===== src/rtl/stream_delay_line_pkg.sv =====
// Shared types for the stream delay line: FSM state encoding and the
// width helper for the optional occupancy output (STREAM_DELAY_LEVEL_EN).
package stream_delay_pkg;

    typedef enum logic [1:0] {
        FILL  = 2'd0,
        RUN   = 2'd1,
        FLUSH = 2'd2
    } state_e;

    // Bits needed to count 0..depth inclusive.
    function automatic int levelWidth(input int depth);
        return $clog2(depth + 1);
    endfunction

endpackage


===== src/rtl/stream_delay_line_shift_register.sv =====
// Enable-gated DEPTH x WIDTH shift register; stage 0 takes data_i and the
// last stage drives data_o. Active-low asynchronous reset clears all stages.
module shift_register
    import stream_delay_pkg::*;
#(
    parameter int WIDTH = 8,
    parameter int DEPTH = 16
) (
    input  logic             clk_i,
    input  logic             rst_ni,
    input  logic             en_i,
    input  logic [WIDTH-1:0] data_i,
    output logic [WIDTH-1:0] data_o
);

    logic [DEPTH-1:0][WIDTH-1:0] stage_q;

    always_ff @(posedge clk_i or negedge rst_ni) begin
        if (!rst_ni) begin
            stage_q <= '0;
        end else if (en_i) begin
            stage_q <= {stage_q[DEPTH-2:0], data_i};
        end
    end

    assign data_o = stage_q[DEPTH-1];

endmodule


===== src/rtl/stream_delay_line.sv =====
// Valid/ready stage delaying a stream by exactly DEPTH accepted beats, with a
// drain-on-flush mode. Define STREAM_DELAY_LEVEL_EN to add the 'level' output.
module stream_delay_line
    import stream_delay_pkg::*;
#(
    parameter int DEPTH = 16,
    parameter int WIDTH = 8
) (
    input  logic             clk,
    input  logic             rst,
    input  logic             in_valid,
    output logic             in_ready,
    input  logic [WIDTH-1:0] in_data,
    output logic             out_valid,
    input  logic             out_ready,
    output logic [WIDTH-1:0] out_data,
`ifdef STREAM_DELAY_LEVEL_EN
    output logic [levelWidth(DEPTH)-1:0] level,
`endif
    input  logic             flush
);

    state_e           state_q, state_d;
    logic [DEPTH-1:0] vld_q, vld_d;
    logic             sh;
    logic             vldIn;

    always_comb begin
        state_d   = state_q;
        in_ready  = 1'b0;
        out_valid = 1'b0;
        sh        = 1'b0;
        vldIn     = 1'b0;
        case (state_q)
            FILL: begin
                in_ready = 1'b1;
                sh       = in_valid;
                vldIn    = 1'b1;
                // vld_q[DEPTH-2] set means this shift fills the last stage.
                if (flush) begin
                    state_d = FLUSH;
                end else if (sh && vld_q[DEPTH-2]) begin
                    state_d = RUN;
                end
            end
            RUN: begin
                out_valid = 1'b1;
                in_ready  = out_ready;
                sh        = in_valid & out_ready;
                vldIn     = 1'b1;
                if (flush) begin
                    state_d = FLUSH;
                end
            end
            FLUSH: begin
                out_valid = vld_q[DEPTH-1];
                sh        = ~vld_q[DEPTH-1] | out_ready;
                vldIn     = 1'b0;
                if (vld_q == '0) begin
                    state_d = FILL;
                end
            end
            default: begin
                state_d = FILL;
            end
        endcase
    end

    assign vld_d = sh ? {vld_q[DEPTH-2:0], vldIn} : vld_q;

    always_ff @(posedge clk or posedge rst) begin
        if (rst) begin
            state_q <= FILL;
            vld_q   <= '0;
        end else begin
            state_q <= state_d;
            vld_q   <= vld_d;
        end
    end

    shift_register #(
        .WIDTH (WIDTH),
        .DEPTH (DEPTH)
    ) u_data (
        .clk_i  (clk),
        .rst_ni (~rst),
        .en_i   (sh),
        .data_i (in_data),
        .data_o (out_data)
    );

`ifdef STREAM_DELAY_LEVEL_EN
    localparam int LW = levelWidth(DEPTH);

    logic [LW-1:0] level_q, level_d;

    always_comb begin
        level_d = level_q;
        case (state_q)
            FILL:    if (sh) level_d = level_q + LW'(1);
            RUN:     level_d = LW'(DEPTH);
            FLUSH:   if (vld_q[DEPTH-1] && out_ready) level_d = level_q - LW'(1);
            default: level_d = '0;
        endcase
    end

    always_ff @(posedge clk or posedge rst) begin
        if (rst) begin
            level_q <= '0;
        end else begin
            level_q <= level_d;
        end
    end

    assign level = level_q;
`endif

endmodule


===== config.mk =====
export PLATFORM = sky130hd
export DESIGN_NAME = stream_delay_line
export DESIGN_NICKNAME = d
export VERILOG_FILES = /design/src/rtl/stream_delay_line_pkg.sv /design/src/rtl/stream_delay_line_shift_register.sv /design/src/rtl/stream_delay_line.sv
export SDC_FILE = /design/constraint.sdc
export NUM_CORES = 1
export LEC_CHECK = 0
export BUFFER_PORTS_ARGS = -buffer_cell sky130_fd_sc_hd__buf_4
export CELL_PAD_IN_SITES_DETAIL_PLACEMENT = 1
export CELL_PAD_IN_SITES_GLOBAL_PLACEMENT = 2
export CORE_ASPECT_RATIO = 1.25
export CORE_UTILIZATION = 40
export CTS_CLUSTER_DIAMETER = 150
export DETAILED_ROUTE_END_ITERATION = 12
export PLACE_DENSITY = 0.8
export SLEW_MARGIN = 20
export SYNTH_ARGS = -nofsm -noshare
export SYNTH_HDL_FRONTEND = slang
export SYNTH_SLANG_ARGS = --single-unit

===== constraint.sdc =====
create_clock -name clk -period 6.05 [get_ports clk]
set_input_delay 0.3025 -clock clk [delete_from_list [all_inputs] [get_ports clk]]
set_output_delay 0.3025 -clock clk [all_outputs]
set_load 0.05 [all_outputs]

==> results of run 1 <==
[power by group through the flow]
stage | sequential, mW | combinational [mW] | clock [mW]
2_1_floorplan | 1.66 | 1.28 | 0
3_3_place_gp | 1.71 | 1.31 | 0
3_5_place_dp | 1.75 | 1.38 | 0
4_1_cts | 1.74 | 1.40 | 1.11
5_1_grt | 1.80 | 1.51 | 1.16
6_report | 1.73 | 1.36 | 1.08
[worst max-delay path: stages, from the launching register on]
cell and delay [ns]:
dfrtp_1 0.40, inv_1 0.11, ha_1 0.24, a21o_1 0.15, nand2_1 0.09, a21oi_4 0.15
buf_12 0.48, mux2_2 0.41
[registers in the layout, summed over array words and instances, names as in the netlist]
register / flops
u_data.data_o: 8
vld_q: 16
state_q: 2
u_data.stage_q: 120
[stage by stage]
stage                     util [%]  hold slack (ns)  power [mW]
after floorplan                  -            0.452        2.94
after global placement        42.6            0.406        3.02
after detailed placement      42.6            0.412        3.13
after CTS                     47.2            0.104        4.25
after global routing          47.2            0.104        4.46
final                         47.2            0.127        4.17
[Yosys cell counts, drive strengths merged]
library cell	n	area (µm²)
a21oi	4	31.3
nor2b	1	6.26
o21ai	1	8.76
mux2i	2	20.0
inv	4	15.0
nor4	5	31.3
buf	23	175
o21ba	1	10.0
a21o	1	7.51
o2bb2ai	1	8.76
dfrtp	146	3650
nand4	1	6.26
ha	4	50.1
nand2	2	7.51
mux2	143	1610
nand2b	1	6.26
[worst paths after layout]
| kind | start | end | slack [ns] | cells after the start |
|---|---|---|---|---|
| max | state_q[1] | u_data.stage_q[10] | 3.70 | 7 |
| min | in_data[3] | u_data.stage_q[3] | 0.13 | 2 |
| max reg2reg | state_q[1] | u_data.stage_q[10] | 3.70 | 7 |
| min reg2reg | u_data.stage_q[73] | u_data.stage_q[73] | 0.48 | 1 |
| max in group asynchronous | rst | vld_q[15] | 4.42 | 4 |
| min in group asynchronous | rst | u_data.stage_q[14] | 0.52 | 3 |
[cell usage in the layout (no fill, tap or decap), types with 3 or more instances in the layout]
master     synthesis  final
clkbuf_1           0      3
mux2_2            84     84
nor4_1             5      5
dfrtp_1          146    146
mux2_1            59     59
ha_1               4      4
bufinv_16          0      4
buf_4              9     22
clkbuf_16          0     17
inv_1              4      3
a21oi_1            3      3
[area by class of cell]
cell class	instances	area share, %
Tap cell	175	3.36
Multi-Input combinational cell	167	27.7
Clock buffer	22	7.12
Sequential cell	146	56.0
Timing Repair Buffer	25	3.17
Clock inverter	9	2.38
Inverter	4	0.307
[cells by family after synthesis]
family / after synthesis / synth area share, %
AO/OA/AOI/OAI: 8 / 1.17
multiplexers: 145 / 28.9
AND/OR/NAND/NOR: 10 / 1.02
flip-flops: 146 / 64.7
adder cells (fa/ha/maj): 4 / 0.886
buffers and inverters: 27 / 3.37
[layer usage]
| layer | GRT usage [%] | routed length (µm) |
|---|---|---|
| met5 | 0 | 0 |
| met2 | 18.5 | 3750 |
| met3 | 4.83 | 293 |
| met4 | 5.63 | 141 |
| met1 | 16.3 | 3430 |
==> summary.txt, run 1 <==
Clock tree
  • CTS tree: yes
  • Worst skew pair latency: 0.41 ns
  • CTS resizes: 0
  • Setup bufs post-CTS: 0
  • Clk slew on worst S/H paths: 0.06 ns
  • Clock Sink Count: 146
  • CTS Buffer Depth: 2
  • Root buf cell: clkbuf_16
  • Hold-fix buffers, CTS: 1
  • H-tree depth: 4
  • CTS buffer count: 17

Timing
  • Worst-Margin Slew: approximately 0.79 ns
  • Final worst slack: 3.70 ns
  • Setup TNS: 0 ns
  • Fmax: about 0.43 GHz
  • Setup violators final: 0
  • Tmin final: roughly 2.4 ns
  • Final Skew: 0.00635 ns
  • RSZ-0062 raised after global routing: false
  • Final hold vios: 0
  • Final worst path period share: 38.9%
  • Max-slew violations: 0
  • Slew HR: between 40% and 50%

Floorplan
  • Row count: 48
  • Die width: 108 µm
  • Die height: 135 µm
  • Die area: 14600 µm²
  • Initial Util: 40.9%
  • IO Count: 23
  • Core box area: 13800 µm²

Drt
  • Vias per std cell: slightly below 5
  • Wirelength per Cell: 13.9 µm
  • Pre-Repair DR Iteration Count: 3
  • Final wirelength: 7.62 mm
  • DR vias: 2659
  • Iteration-0 DRC Markers: roughly 100
  • DRT antenna net count: 0
  • Residual DRC: 0

Critical path
  • Crit path kind: reg2reg
  • WP data required: 6.34 ns
  • CP startpoint kind: flop
  • Max FO, Critical Path: roughly 140
  • Crit path arrival time: 2.64 ns
  • Element type at the critical path end: flop

Synthesis
  • Mean Syn Cell Area: 16.6 µm²
  • Seq/Total Area, Yosys: 64.7%
  • Cell area after synthesis: approximately 5600 µm²
  • Yosys cell types: 20
  • Post-Syn Instances: 340
  • Synth Net Count: approximately 360
  • Post-synthesis register bit count: 146
  • YS warnings: 0

Pwr
  • Combinational fraction of design power: 32.6%
  • Worst vdd ir: roughly 0.27 mV
  • Switch share: 29.1%
  • Sw power: 1.22 mW
  • Flop pwr share: 41.4%
  • Cell Int Power: 2.96 mW
  • Clock group share of total power: 25.9%
  • Cell Pwr Density: 639 nW/µm²
  • Static Leak: 2.83 nW

Placed design
  • RD Place Congestion: just over 0.7
  • Placed cell area: 5890 µm²
  • IO Port Bufs: 22
  • HPWL after DPL: ~4.3 mm
  • Dpl cells: slightly above 500
  • DP Worst Slack: about 3.7 ns

Layout
  • Non-Filler Cell Area, Final: between 6000 and 7000 µm²
  • Non-filler cells, final: 548
  • Reg area: 3650 µm²
  • Fillcell total: 1346
  • Post-layout nets: 378
  • Layout area overhead: 15.5%
  • ANT cells: 0
  • Multi-input logic area: 1800 µm²
  • Share of layout cells above drive strength 1: 37.5%

GRT
  • Initial antenna violation count: 0
  • Vias in the first global route: 2885
  • Largest net degree at the start of global routing: ~150
  • First-pass GRT wire length: 14.0 mm
  • Total GRT Usage: 12.5%
  • Global route total overflow: 0

Flow run
  • MaxCap Viol Count: 0

Run status
  • Status: finished, final reports clean

Min path
  • Hold Path Class: in2reg
Power figures use the tool's default switching activity.
==> run 2: changes to the inputs <==
==> constraint.sdc (replaced) <==
create_clock -name clk -period 2.4 [get_ports clk]
set_input_delay 0.12 -clock clk [delete_from_list [all_inputs] [get_ports clk]]
set_output_delay 0.12 -clock clk [all_outputs]
set_load 0.05 [all_outputs]
==> run 2 against run 1 <==
Against the previous run:
- clock power is 140% higher
- critical path depth is 1 higher
- non-clock buffer count is 16 higher
- maximum frequency is 9.8% higher
- global-route usage is 0.44 points higher
- first-iteration DRC count is 22% lower
- cell area is 2.6% higher
- clock skew is 0.0027 ns higher
- die area stayed put
- register-to-register slack worse by 3.4 ns
- cell count is 3.1% higher
- sequential cell count stayed put
- largest power group unchanged
==> summary.txt, run 2 (synthesis gave the netlist of run 1 again) <==
Run status
  • Status: finished, final reports clean

Timing
  • RSZ-0062 raised after global routing: false
  • Final worst path period share: 89.2% (+50 points)
  • Setup TNS: 0 ns (unchanged)
  • Max-slew violations: 0 (unchanged)
  • Fmax: 0.467 GHz (+9.8%)
  • Final hold vios: 0 (unchanged)
  • Worst-Margin Slew: 0.422 ns (-0.371 ns)
  • Final Skew: 0.00907 ns (+0.00273 ns)
  • Tmin final: 2.14 ns (-0.210 ns)
  • Setup violators final: 0 (unchanged)
  • Slew HR: 71.9% (+25 points)

Layout
  • Share of layout cells above drive strength 1: 39.0% (+1.4 points)
  • Max reg flops: 120 (unchanged)
  • Non-filler cells, final: 565 (+3.1%)
  • ANT cells: 0 (unchanged)
  • Commonest non-fill, non-tap cells in the layout: dfrtp_1 (146), mux2_2 (84), mux2_1 (59), buf_4 (27), clkbuf_16 (17)
  • Most common cell after layout, fill and taps aside: dfrtp_1
  • Post-layout nets: 394 (+4.2%)
  • Layout area overhead: 18.5%
  • Largest reg by FF count: u_data.stage_q

Clock tree
  • H-tree depth: 4 (unchanged)
  • CTS Buffer Depth: 2 (unchanged)
  • Worst skew pair latency: 0.41 ns (about the same)
  • Root buf cell: clkbuf_16
  • CTS tree: yes
  • Clk slew on worst S/H paths: 0.06 ns (about the same)
  • Clock Sink Count: 146 (unchanged)
  • CTS buffer count: 17 (unchanged)

Drt
  • Pre-Repair DR Iteration Count: 4 (+1)
  • DRT antenna net count: 0 (unchanged)
  • Final wirelength: 7.89 mm (+3.6%)
  • Iteration-0 DRC Markers: 76 (-22%)
  • Residual DRC: 0 (unchanged)
  • Wirelength per Cell: 14.0 µm (+0.48%)
  • Vias per std cell: 4.87 (+0.31%)
  • DR vias: 2750 (+3.4%)

Critical path
  • R2R setup slack: 0.26 ns (-3.44 ns)
  • CP startpoint kind: flop
  • RR Startpoint: state_q[1]
  • WP data required: 2.68 ns (-3.66 ns)
  • Worst R2R End: u_data.stage_q[40]
  • Crit path arrival time: 2.42 ns (-0.22 ns)
  • Crit. Startpoint: state_q[1]
  • Crit path kind: reg2reg
  • Element type at the critical path end: flop
  • Max FO, Critical Path: 29 (-80%)
  • Reg2Reg Depth: 8 (+1)
  • Capture point of the worst path: u_data.stage_q[40]

Pwr
  • Static Leak: 2.90 nW (+2.2%)
  • Cell Pwr Density: 1580 nW/µm² (+150%)
  • Power Total: 10.6 mW (+150%)
  • Worst vdd ir: 0.598 mV (+120%)

Floorplan
  • Row count: 48 (unchanged)
  • Die height: 135 µm (unchanged)
  • Initial Util: 40.9% (unchanged)
  • Die area: 14600 µm² (unchanged)
  • Die width: 108 µm (unchanged)
  • IO Count: 23 (unchanged)
  • Core box area: 13800 µm² (unchanged)

GRT
  • Initial antenna violation count: 0 (unchanged)
  • First-pass GRT wire length: 14.6 mm (+4.7%)
  • Largest net degree at the start of global routing: 58 (-60%)
  • Vias in the first global route: 3075 (+6.6%)
  • Global route total overflow: 0 (unchanged)
  • Total GRT Usage: 13.0% (+0.44 points)

Placed design
  • RD Place Congestion: 0.726 (+2.8%)
  • IO Port Bufs: 22 (unchanged)
  • Dpl cells: 524 (+1.6%)
  • HPWL after DPL: 4.98 mm (+15%)

Flow run
  • MaxCap Viol Count: 0 (unchanged)

Min path
  • Hold Path Class: in2reg
[run 2: worst max-delay path: stages (launching register included)]
cell and delay (ns):
dfrtp_1 0.40, inv_1 0.11, ha_1 0.25, a21o_1 0.16, nand2_1 0.09, a21oi_4 0.15, buf_12 0.21, buf_4 0.28
mux2_1 0.37
[run 2: what timing repair did]
item                      4_1_cts  5_1_grt
hold endpoints to repair       62        0
resized for setup               0        0
buffers inserted                0        0
hold buffers                    9        0
[run 2: metal layers]
metal  track usage [%]  wire (µm)  vias to the layer above
met5                 0          0                        -
met4              7.06        177                        0
met3              3.62        189                       14
met2              20.1       3940                       32
met1              16.5       3590                     1438
li1                  -          -                     1266
[run 2: area by class of cell]
class | count | area [µm²]
clock buffers | 19 | 453
inverters | 4 | 18.8
repair buffers | 41 | 393
fillers | 1346 | 7120
flip-flops and latches | 146 | 3650
multi-input cells | 167 | 1800
well taps | 175 | 219
clock inverters | 13 | 150
[run 2: through the flow]
| stage | utilization, % | hold slack, ns | instance area, µm² | worst slack (ns) |
|---|---|---|---|---|
| floorplan | - | 0.272 | 5650 | 0.156 |
| global placement | 43.4 | 0.101 | 6000 | 0.356 |
| detailed placement | 43.4 | 0.109 | 6000 | 0.256 |
| CTS | 48.4 | 0.00313 | 6690 | 0.237 |
| global route | 48.4 | 0.0350 | 6690 | 0.113 |
| finish | 48.4 | 0.0153 | 6690 | 0.258 |
[run 2: worst min-delay path by stage]
stage                          start                end  slack (ns)  cells past startpoint
after floorplan           in_data[0]  u_data.stage_q[0]        0.27                      1
after global placement           rst  u_data.stage_q[5]        0.10                      2
after detailed placement         rst  u_data.stage_q[5]        0.11                      2
after CTS                      flush         state_q[0]       0.003                      3
after global routing           flush         state_q[0]        0.03                      3
final                          flush         state_q[0]        0.02                      3
[run 2: where the power goes]
group / switching [mW] / total [mW] / internal [mW]
Sequential: 0.619 / 4.37 / 3.76
Clock: 1.02 / 2.61 / 1.60
Combinational: 1.56 / 3.62 / 2.05
Total: 3.20 / 10.6 / 7.41
